<file path="src/rtl/if_fetch_ctrl.sv">
// Fetch-side controller between the PC register and instruction memory.
// Issues one fetch per accepted request, buffers in-order responses, and hands them to decode.
module if_fetch_ctrl #(
  parameter int DEPTH = 4
) (
  input  logic        clk,
  input  logic        reset,
  input  logic [31:0] pc_in,
  output logic [31:0] next_pc,
  output logic        stall,
  output logic        imem_req_valid,
  input  logic        imem_req_ready,
  output logic [31:0] imem_req_addr,
  input  logic        imem_resp_valid,
  input  logic [31:0] imem_resp_data,
  input  logic        redirect_valid,
  input  logic [31:0] redirect_pc,
  output logic        id_valid,
  output logic [31:0] id_instr,
  output logic [31:0] id_pc,
  input  logic        id_ready
);

  localparam int PW = $clog2(DEPTH);
  localparam int CW = PW + 1;

  typedef logic [CW-1:0] ptr_t;
  typedef logic [CW:0]   wide_t;

  localparam ptr_t  DEPTH_P = ptr_t'(DEPTH);
  localparam wide_t DEPTH_W = wide_t'(DEPTH);

  // Pointers carry one extra wrap bit so a full queue is distinguishable from an empty one.
  ptr_t head_q, head_d;
  ptr_t fill_q, fill_d;
  ptr_t alloc_q, alloc_d;
  ptr_t disc_q, disc_d;
  logic [DEPTH-1:0] filled_q, filled_d;

  logic [31:0] pc_mem    [DEPTH];
  logic [31:0] instr_mem [DEPTH];

  ptr_t  count;
  ptr_t  pending;
  ptr_t  owed;
  wide_t outstanding;
  logic  accept;
  logic  resp_drop;
  logic  resp_fill;
  logic  pop;
  logic [PW-1:0] head_idx;
  logic [PW-1:0] fill_idx;
  logic [PW-1:0] alloc_idx;

  assign head_idx    = head_q[PW-1:0];
  assign fill_idx    = fill_q[PW-1:0];
  assign alloc_idx   = alloc_q[PW-1:0];

  assign count       = alloc_q - head_q;
  assign pending     = alloc_q - fill_q;
  assign outstanding = {1'b0, pending} + {1'b0, disc_q};

  // Reset gates the handshake outputs directly so they drop in the same instant reset asserts.
  assign imem_req_valid = reset && !redirect_valid && (count < DEPTH_P) && (outstanding < DEPTH_W);
  assign imem_req_addr  = pc_in;
  assign accept         = imem_req_valid && imem_req_ready;

  assign next_pc = redirect_valid ? redirect_pc : pc_in + 32'd4;
  assign stall   = !reset || !(redirect_valid || accept);

  assign id_valid = reset && filled_q[head_idx] && (count != '0);
  assign id_instr = instr_mem[head_idx];
  assign id_pc    = pc_mem[head_idx];

  assign pop       = id_valid && id_ready && !redirect_valid;
  assign resp_drop = imem_resp_valid && (disc_q != '0);
  // Responses with nothing pending are protocol errors and are ignored.
  assign resp_fill = imem_resp_valid && (disc_q == '0) && (pending != '0) && !redirect_valid;

  // Every response still owed by a flushed request must be swallowed later; one arriving
  // in the redirect cycle itself settles one of those debts right away.
  assign owed = disc_q + pending;

  always_comb begin
    head_d   = head_q;
    fill_d   = fill_q;
    alloc_d  = alloc_q;
    disc_d   = disc_q;
    filled_d = filled_q;
    if (redirect_valid) begin
      head_d   = '0;
      fill_d   = '0;
      alloc_d  = '0;
      filled_d = '0;
      disc_d   = (imem_resp_valid && (owed != '0)) ? owed - ptr_t'(1) : owed;
    end else begin
      if (accept) begin
        alloc_d             = alloc_q + ptr_t'(1);
        filled_d[alloc_idx] = 1'b0;
      end
      if (resp_drop) begin
        disc_d = disc_q - ptr_t'(1);
      end else if (resp_fill) begin
        fill_d             = fill_q + ptr_t'(1);
        filled_d[fill_idx] = 1'b1;
      end
      if (pop) begin
        head_d             = head_q + ptr_t'(1);
        filled_d[head_idx] = 1'b0;
      end
    end
  end

  always_ff @(posedge clk or negedge reset) begin
    if (!reset) begin
      head_q   <= '0;
      fill_q   <= '0;
      alloc_q  <= '0;
      disc_q   <= '0;
      filled_q <= '0;
    end else begin
      head_q   <= head_d;
      fill_q   <= fill_d;
      alloc_q  <= alloc_d;
      disc_q   <= disc_d;
      filled_q <= filled_d;
    end
  end

  // Payload storage is qualified by the filled bits, so it needs no reset.
  always_ff @(posedge clk) begin
    if (accept) begin
      pc_mem[alloc_idx] <= pc_in;
    end
    if (resp_fill) begin
      instr_mem[fill_idx] <= imem_resp_data;
    end
  end

endmodule

</file>
<file path="config.mk">
export PLATFORM = sky130hd
export DESIGN_NAME = if_fetch_ctrl
export DESIGN_NICKNAME = d
export VERILOG_FILES = /design/src/rtl/if_fetch_ctrl.sv
export SDC_FILE = /design/constraint.sdc
export NUM_CORES = 1
export LEC_CHECK = 0
export CAP_MARGIN = 25
export CORE_MARGIN = 2
export CORE_UTILIZATION = 47
export CTS_CLUSTER_DIAMETER = 50
export CTS_CLUSTER_SIZE = 24
export DETAILED_ROUTE_END_ITERATION = 12
export GPL_TIMING_DRIVEN = 0
export PLACE_DENSITY_LB_ADDON = 0.25
export SYNTH_ARGS = -nofsm -noshare
export SYNTH_HDL_FRONTEND = slang
export SYNTH_SLANG_ARGS = --single-unit
</file>
<file path="constraint.sdc">
create_clock -name clk -period 4.6 [get_ports clk]
set_clock_uncertainty 0.05 [all_clocks]
set_input_delay 0.92 -clock clk [delete_from_list [all_inputs] [get_ports clk]]
set_output_delay 0.92 -clock clk [all_outputs]
set_load 0.05 [all_outputs]
</file>
**After elaboration in Yosys (flattened, before gate mapping)**

Memory sizes are Yosys's and may differ from the RTL's.
Index checks and enable logic that the tools add are counted.

- Register bits: 16
- Latch bits: 0
- Memory bits (writable): 256
- Bits in read-only memories: 0
- Input port bits: 102
- Output and inout port bits: 131
- Word-level logic and storage cells: 92
- Memories: 2

Memory list:

| name | depth | bits a word | rd ports | clocked after memory_dff | write ports | line | RTL |
|---|---|---|---|---|---|---|---|
| instr_mem | 4 | 32 | 1 | 0 | 1 | 41 | `logic [31:0] instr_mem [DEPTH];` |
| pc_mem | 4 | 32 | 1 | 0 | 1 | 40 | `logic [31:0] pc_mem [DEPTH];` |

- Add/sub/neg operators: 10
- $mul: 0
- Divide/modulo/power cells: 0
- Magnitude comparators: 8
- Eq/ne operators: 1
- Shifts and indexed selects: 0
- Mux-type cells: 30
- Bitwise logic cells: 5
- Reduce and logical (&&, ||, !) cells: 31

Operators with widths:

| kind | count |
|---|---|
| $add 32x3->32 const B | 1 |
| $mux 32 | 1 |
| $mux 3 | 10 |
| $mux 4 | 7 |
| $logic_and 1x1->1 | 16 |
| $reduce_bool 3->1 | 4 |
| $add 3x1->3 const B | 3 |
| $lt 2x3->1 const B | 3 |
| $and 4x4->4 | 2 |
| $mux 1 | 8 |
| $not 4->4 | 2 |
| $reduce_bool 2->1 | 4 |
| $demux 1 s2 | 3 |
| $ge 2x1->1 const B | 3 |
| $sub 3x1->3 const B | 2 |
| $sub 3x3->3 | 2 |
| $add 3x3->4 | 1 |
| $lt 4x3->1 const B | 1 |
| $or 4x4->4 | 1 |
| $add 3x3->3 | 1 |
| $logic_not 1->1 | 3 |
| $logic_not 3->1 | 1 |
| $lt 3x3->1 const B | 1 |
| $bmux 1 s2 | 1 |
| 3 further kinds | 4 |

**Logic depth before layout (Yosys ltp)**

Gate-level depths: netlist of the first run.

- Depth after elaboration: 15
- Depth in mapped cells: 12
- Depth with buffers taken out: 12

**Least setup slack after synthesis of the first run**

No wires, ideal clock.

- Kind: register -> register
- From: register alloc_q[0]
- To: memory pc_mem[3][0] (enable)
- Setup time: 0.461 ns
- Arrival time: 4.296 ns
- Required time: 4.089 ns
- Path slack: -0.207 ns
- Stages on the path, launching flop included: 10
- Buffers on the path: 0
- Clock period less this slack: 4.807 ns
- Cells stage by stage: dfrtp_1 > inv_1 > ha_1 > inv_1 > fa_1 > inv_1 > fa_1 > nor2_1 > a31oi_1 > nor3_1

- Cells in the longest elaborated chain, start to end: 7
- Elaborated cells on any way between the ends: 10
- Those cells by class: add/sub (3); order compare (2); mux (2); reduce/logical (3)

Ends and longest elaborated chain:

| item | line | RTL |
|---|---|---|
| start: declaration | 36 | `ptr_t alloc_q, alloc_d;` |
| start signal: assignment | 124 | `alloc_q <= alloc_d;` |
| $sub 3x3->3 (on tied branches) | 60, 59 |  |
| $add 3x3->4 / $lt 3x3->1 (equally long branches) | 61, 64 |  |
| $lt 4x3->1 / $logic_and 1x1->1 (equally long branches) | 64 | `assign imem_req_valid = reset && !redirect_valid && (count < DEPTH_P) && (outstanding < DEPTH_W);` |
| $logic_and 1x1->1 | 64 |  |
| $logic_and 1x1->1 | 66 | `assign accept = imem_req_valid && imem_req_ready;` |
| $mux 1 | 132 | `if (accept) begin` |
| $mux 1 (not written as such) | 133 | `pc_mem[alloc_idx] <= pc_in;` |
| end: declaration | 40 |  |

Parallel ways exist; a longest one is shown, timed or not.

**Worst setup path in the final report of the first run**

- From: input pc_in[22]
- To: output next_pc[26]

- Cells in the longest elaborated chain, start to end: 2

Ends and longest elaborated chain:

| item | line | RTL |
|---|---|---|
| start: declaration | 8 | `input logic [31:0] pc_in,` |
| $add 32x3->32 | 68 | `assign next_pc = redirect_valid ? redirect_pc : pc_in + 32'd4;` |
| $mux 32 | 68 |  |
| end: declaration | 9 | `output logic [31:0] next_pc,` |

Every way passes these cells.

==> impl_metrics.json, run 1 <==
{
  "status": "completed",
  "min_period_ps": 4490,
  "r2r_cells": 11,
  "relSlewSlack": 0.389,
  "antenna_cells": 0,
  "synth.cell_area_mm2": 0.0118,
  "syn_area_per_cell_um2": 17.5,
  "die_x_um": 162,
  "grt-ovfl-total": 0,
  "vias": 7056,
  "drt-initial-drc-count": 412,
  "critPathCaptureType": "output pin",
  "area_growth_pct": 33.4,
  "clk_path_buf_depth": 3,
  "critPathLaunchType": "primary input",
  "crit_path_max_fanout": 8,
  "post-dp-hpwl_mm": 18.1,
  "cts_tree": "done",
  "syn_nets": 798,
  "viasPerCell": 5.48,
  "synth_common_cells": "edfxtp_1, mux4_2, buf_4",
  "synth-async-reset-ratio": 0.0588,
  "yosysMostFrequentCell": "edfxtp_1",
  "io_pins": 233,
  "rsz0062_at_grt": "false",
  "max_freq_mhz": 223,
  "hold_depth": 2,
  "tightest_slew_ps": 916,
  "placed_cell_area_mm2": 0.0147,
  "core.rowCount": 57,
  "postLayoutSetupSlackWorst_ps": 107,
  "grt_usage": 0.202,
  "finalSetupViolations": 0,
  "grt_pass1_vias": 7311,
  "cp_data_arrival_time_ps": 3520,
  "hold_viol": 0,
  "synth_edf_count": 256,
  "p_sw_mw": 1.52,
  "drt_wl_total_mm": 26.8,
  "synthCells": 671,
  "yosysTopAreaCellShare": 0.654,
  "synth.area.top_cells": "edfxtp_1, mux4_2, dfrtp_1, ha_1, buf_4",
  "power_density_mw_per_mm2": 372,
  "cts_buffers": 29,
  "yosysWarnings": 0,
  "swShare": 0.260,
  "internal_power_mw": 4.31,
  "nets": 1069,
  "drc": 0,
  "r2r_slack_ps": 1050,
  "combPwrFrac": 0.126,
  "firstDrtPassIters": 5,
  "synth-seq-area-share": 0.688,
  "insertion_delay_ps": 540,
  "ys.flop_type": "edfxtp_1",
  "path_class": "in -> out",
  "drive_above_1_share": 0.210,
  "p_leak_nw": 5.36,
  "synthDistinctLibCells": 48,
  "min_period_over_period": 0.977,
  "drtAntennaViolNets": 0,
  "clkPwrFrac": 0.401,
  "drv_slew": 0,
  "grt_max_degree": 34,
  "clk_pin_slew_ps": 60,
  "core-area_mm2": 0.0245,
  "place.gp.congestion": 0.816,
  "antenna_found_initial": 0,
  "die_y_um": 162,
  "start_util": 0.481,
  "grt_pass1_wl_mm": 40.9,
  "setup-tns-final_ps": 0,
  "place_ws_ps": -773,
  "maxCapViolCount": 0,
  "post_drt_wl_per_cell_um": 20.8,
  "required_ps": 3630,
  "io_buffers": 231,
  "htree_levels": 1,
  "cts-root-buf": "clkbuf_16",
  "fin_area_mm2": 0.0157,
  "pwr-share-seq": 0.473,
  "synth.ff_latch_count": 272,
  "fp.dieArea_mm2": 0.0263,
  "hp-class": "reg -> reg",
  "vdd_drop_max_mv": 0.246,
  "cts_num_sinks": 272,
  "synth_top_area_cell": "edfxtp_1"
}
-- path summary, 6_finish.rpt --
check	from	to
max	pc_in[22]	next_pc[26]
min	fill_q[2]	fill_q[2]
max reg2reg	alloc_q[0]	pc_mem[0][4]
min reg2reg	fill_q[2]	fill_q[2]
max in group asynchronous	reset	fill_q[0]
min in group asynchronous	reset	fill_q[1]
-- cell type report --
cell class	instances	area, um^2
multi-input combinational	314	3260
timing repair buffer	240	2480
buffer	62	373
clock inverter	22	265
clock buffer	30	729
tap	324	405
sequential	272	8090
fill	1761	8780
inverter	23	86.3
-- registers in the layout, summed over array words and instances (netlist names) --
signal / count
disc_q: 3
filled_q: 4
instr_mem: 128
head_q: 3
pc_mem: 128
alloc_q: 3
fill_q: 3
-- per-stage QoR --
step / total power, mW / hold WS, ps / cells / util
3_3_place_gp: 3.53 / 478 / 1226 / 0.592
4_1_cts: 5.88 / 519 / 1286 / 0.641
5_1_grt: 6.03 / 549 / 1287 / 0.641
6_report: 5.83 / 515 / 1287 / 0.641
2_1_floorplan: 3.24 / 456 / 671 / -
3_5_place_dp: 3.54 / 497 / 1233 / 0.599
-- cell usage in the layout, fill, tap and decap left out, types with 4 or more instances in the layout --
cell type,n
clkdlybuf4s50_1,195
inv_1,22
o31ai_1,12
a31oi_1,17
clkinv_8,5
nand4_1,8
and3_2,6
ha_1,22
nand3_1,15
a21oi_1,8
dlymetal6s2s_1,10
clkbuf_2,4
dfrtp_1,16
nand2_1,30
or4_1,15
edfxtp_1,256
clkbuf_1,17
xor2_1,8
mux2_2,5
clkdlybuf4s15_2,7
nor3_1,4
inv_8,5
nor2_1,22
clkbuf_16,29
xnor2_1,9
o21ai_0,21
buf_4,34
clkinv_4,5
buf_2,12
dlygate4sd2_1,8
mux4_2,65
-- critical path, stage by stage --
cell and delay, ps:
clkdlybuf4s50_1 630, nand4_1 260, or4_4 580, or4_1 410, a31oi_1 190, clkdlybuf4s15_1 520
-- timing repair --
action                     4_1_cts  5_1_grt
gates cloned                     0        0
pin swaps                        1        2
resized for setup               73       28
setup endpoints to repair       22       18
hold buffers                     0        0
buffers inserted                 1        1
-- cells by family after synthesis --
group,share of synthesized area
compound gates,0.0404
xor+xnor,0.0185
buf+inv,0.0388
simple gates,0.0550
mux,0.131
fa+ha+maj,0.0285
flops,0.688
-- power by group through the flow --
stage | logic (mW) | registers, mW | clock network [mW]
2_1_floorplan | 0.431 | 2.81 | 0
3_3_place_gp | 0.720 | 2.81 | 0
3_5_place_dp | 0.732 | 2.81 | 0
4_1_cts | 0.740 | 2.76 | 2.38
5_1_grt | 0.789 | 2.76 | 2.48
6_report | 0.735 | 2.76 | 2.34
-- metal layers --
layer | track usage | up-vias | wire, um
met5 | 0 | - | 0
met4 | 0.0362 | 0 | 308
met3 | 0.0554 | 27 | 2140
met2 | 0.346 | 244 | 13200
met1 | 0.264 | 3576 | 11100
li1 | - | 3209 | -
(Power assumes the default switching activity.)
==> run 2: changes to the inputs <==
--- a/config.mk
+++ b/config.mk
@@ -12,6 +12,7 @@
 export CTS_CLUSTER_SIZE = 24
 export DETAILED_ROUTE_END_ITERATION = 12
 export GPL_TIMING_DRIVEN = 0
+export MAX_ROUTING_LAYER = met4
 export PLACE_DENSITY_LB_ADDON = 0.25
 export SYNTH_ARGS = -nofsm -noshare
 export SYNTH_HDL_FRONTEND = slang
==> impl_metrics.json, run 2 (synthesized netlist as in run 1, its figures left out) <==
{
  "status": "completed",
  "ctsHoldBuffers": 0,
  "insertion_delay_ps": 540,
  "antenna_found_initial": 0,
  "viasPerCell": 5.48,
  "vias": 7057,
  "power_density_mw_per_mm2": 372,
  "crit_path_max_fanout": 8,
  "path_buf_inv": 2,
  "maxCapViolCount": 0,
  "cts-root-buf": "clkbuf_16",
  "io_buffers": 231,
  "antenna_cells": 0,
  "grt-ovfl-total": 0,
  "die_y_um": 162,
  "core-area_mm2": 0.0245,
  "crit_slowest_cell": "clkdlybuf4s50_1",
  "drc": 0,
  "cpPeakStageDelay_ps": 640,
  "clk_pin_slew_ps": 60,
  "start_util": 0.481,
  "critPathTopFamily": "simple AND/OR/NAND/NOR gates",
  "min_period_over_period": 0.980,
  "final_common_cell": "edfxtp_1",
  "vdd_drop_max_mv": 0.245,
  "firstDrtPassIters": 5,
  "drtAntennaViolNets": 0,
  "swShare": 0.260,
  "post_drt_wl_per_cell_um": 20.8,
  "cts_buffers": 29,
  "critPathCaptureType": "output pin",
  "internal_power_mw": 4.31,
  "tightest_slew_ps": 917,
  "nets": 1069,
  "setup-tns-final_ps": 0,
  "drt-initial-drc-count": 429,
  "combPwrFrac": 0.126,
  "grt_usage": 0.208,
  "rsz0062_at_grt": "false",
  "clk_path_buf_depth": 3,
  "holdWs_ps": 509,
  "crit_chain": "clkdlybuf4s50_1, nand4_1, or4_4, or4_1, a31oi_1, clkdlybuf4s15_1",
  "finalSetupViolations": 0,
  "grt_pass1_vias": 7323,
  "hold_viol": 0,
  "final_cell_mix": "edfxtp_1, clkdlybuf4s50_1, mux4_2",
  "p_leak_nw": 5.36,
  "nFillCells": 1762,
  "grt_max_degree": 34,
  "area_growth_pct": 33.3,
  "clkPwrFrac": 0.400,
  "path_class": "in -> out",
  "drive_above_1_share": 0.211,
  "io_pins": 233,
  "hp-class": "reg -> reg",
  "grt_pass1_wl_mm": 40.9,
  "place.gp.congestion": 0.828,
  "cp_data_arrival_time_ps": 3540,
  "fp.dieArea_mm2": 0.0263,
  "top_regs": "instr_mem: 128 flops, pc_mem: 128 flops, filled_q: 4 flops",
  "die_x_um": 162,
  "min_period_ps": 4510,
  "post-dp-hpwl_mm": 18.1,
  "cts_tree": "done",
  "max_freq_mhz": 222,
  "htree_levels": 1,
  "drv_slew": 0,
  "p_sw_mw": 1.52,
  "relSlewSlack": 0.389,
  "critPathLaunchType": "primary input",
  "required_ps": 3630,
  "cts_num_sinks": 272,
  "pwr-share-seq": 0.474,
  "drt_wl_total_mm": 26.7,
  "core.rowCount": 57
}
==> run 2: routing by layer <==
metal,wire length (um),part of all wire,track usage,vias to the layer above
met5,0,0,-,-
met4,312,0.012,0.0362,0
met3,2160,0.081,0.0513,29
met2,13200,0.49,0.347,272
met1,11100,0.41,0.266,3544
li1,-,-,-,3212
==> run 2: area by class of cell <==
cell class                      count  area [um^2]  share of cell area
Sequential cell                   272         8090               0.516
Timing Repair Buffer              240         2470               0.158
Clock buffer                       30          729              0.0465
Multi-Input combinational cell    314         3260               0.208
Clock inverter                     22          265              0.0169
Tap cell                          324          405              0.0259
Buffer                             62          373              0.0238
Inverter                           23         86.3             0.00551
==> run 2: timing repair <==
item	CTS	global route
gates resized for setup	73	29
setup endpoints to repair	22	18
buffers inserted	1	1
pin swaps	1	2
endpoints found under the hold margin	0	0
==> run 2: power by group through the flow <==
stage | Combinational, mW | Sequential [mW] | Clock (mW)
6_report | 0.734 | 2.76 | 2.33
5_1_grt | 0.789 | 2.76 | 2.48
4_1_cts | 0.740 | 2.76 | 2.38
3_5_place_dp | 0.732 | 2.81 | 0
3_3_place_gp | 0.720 | 2.81 | 0
2_1_floorplan | 0.431 | 2.81 | 0
==> run 2: final timing paths <==
| path | startpoint | slack, ps | cells past startpoint | endpoint |
|---|---|---|---|---|
| min reg2reg | fill_q[2] | 510 | 2 | fill_q[2] |
| min in group asynchronous | reset | 830 | 1 | fill_q[1] |
| max reg2reg | alloc_q[0] | 1050 | 11 | pc_mem[0][4] |
| min | fill_q[2] | 510 | 2 | fill_q[2] |
| max in group asynchronous | reset | 3110 | 1 | fill_q[0] |
| max | pc_in[22] | 90 | 6 | next_pc[26] |
==> run 2: metrics by stage <==
| step | cell area [um^2] | power, mW | std cells | utilization | setup WS [ps] |
|---|---|---|---|---|---|
| 2_1_floorplan | 11800 | 3.24 | 671 | - | 248 |
| 3_3_place_gp | 14500 | 3.53 | 1226 | 0.592 | -892 |
| 3_5_place_dp | 14700 | 3.54 | 1233 | 0.599 | -773 |
| 4_1_cts | 15700 | 5.88 | 1286 | 0.641 | -6.69 |
| 5_1_grt | 15700 | 6.03 | 1287 | 0.641 | 7.62 |
| 6_report | 15700 | 5.83 | 1287 | 0.641 | 90.6 |
==> run 2: tightest hold or removal path: cells and delay by family, from the launching register on <==
kind          cells  cell delay (ps)
simple gates      1               80
flops             1              360
xor+xnor          1               80
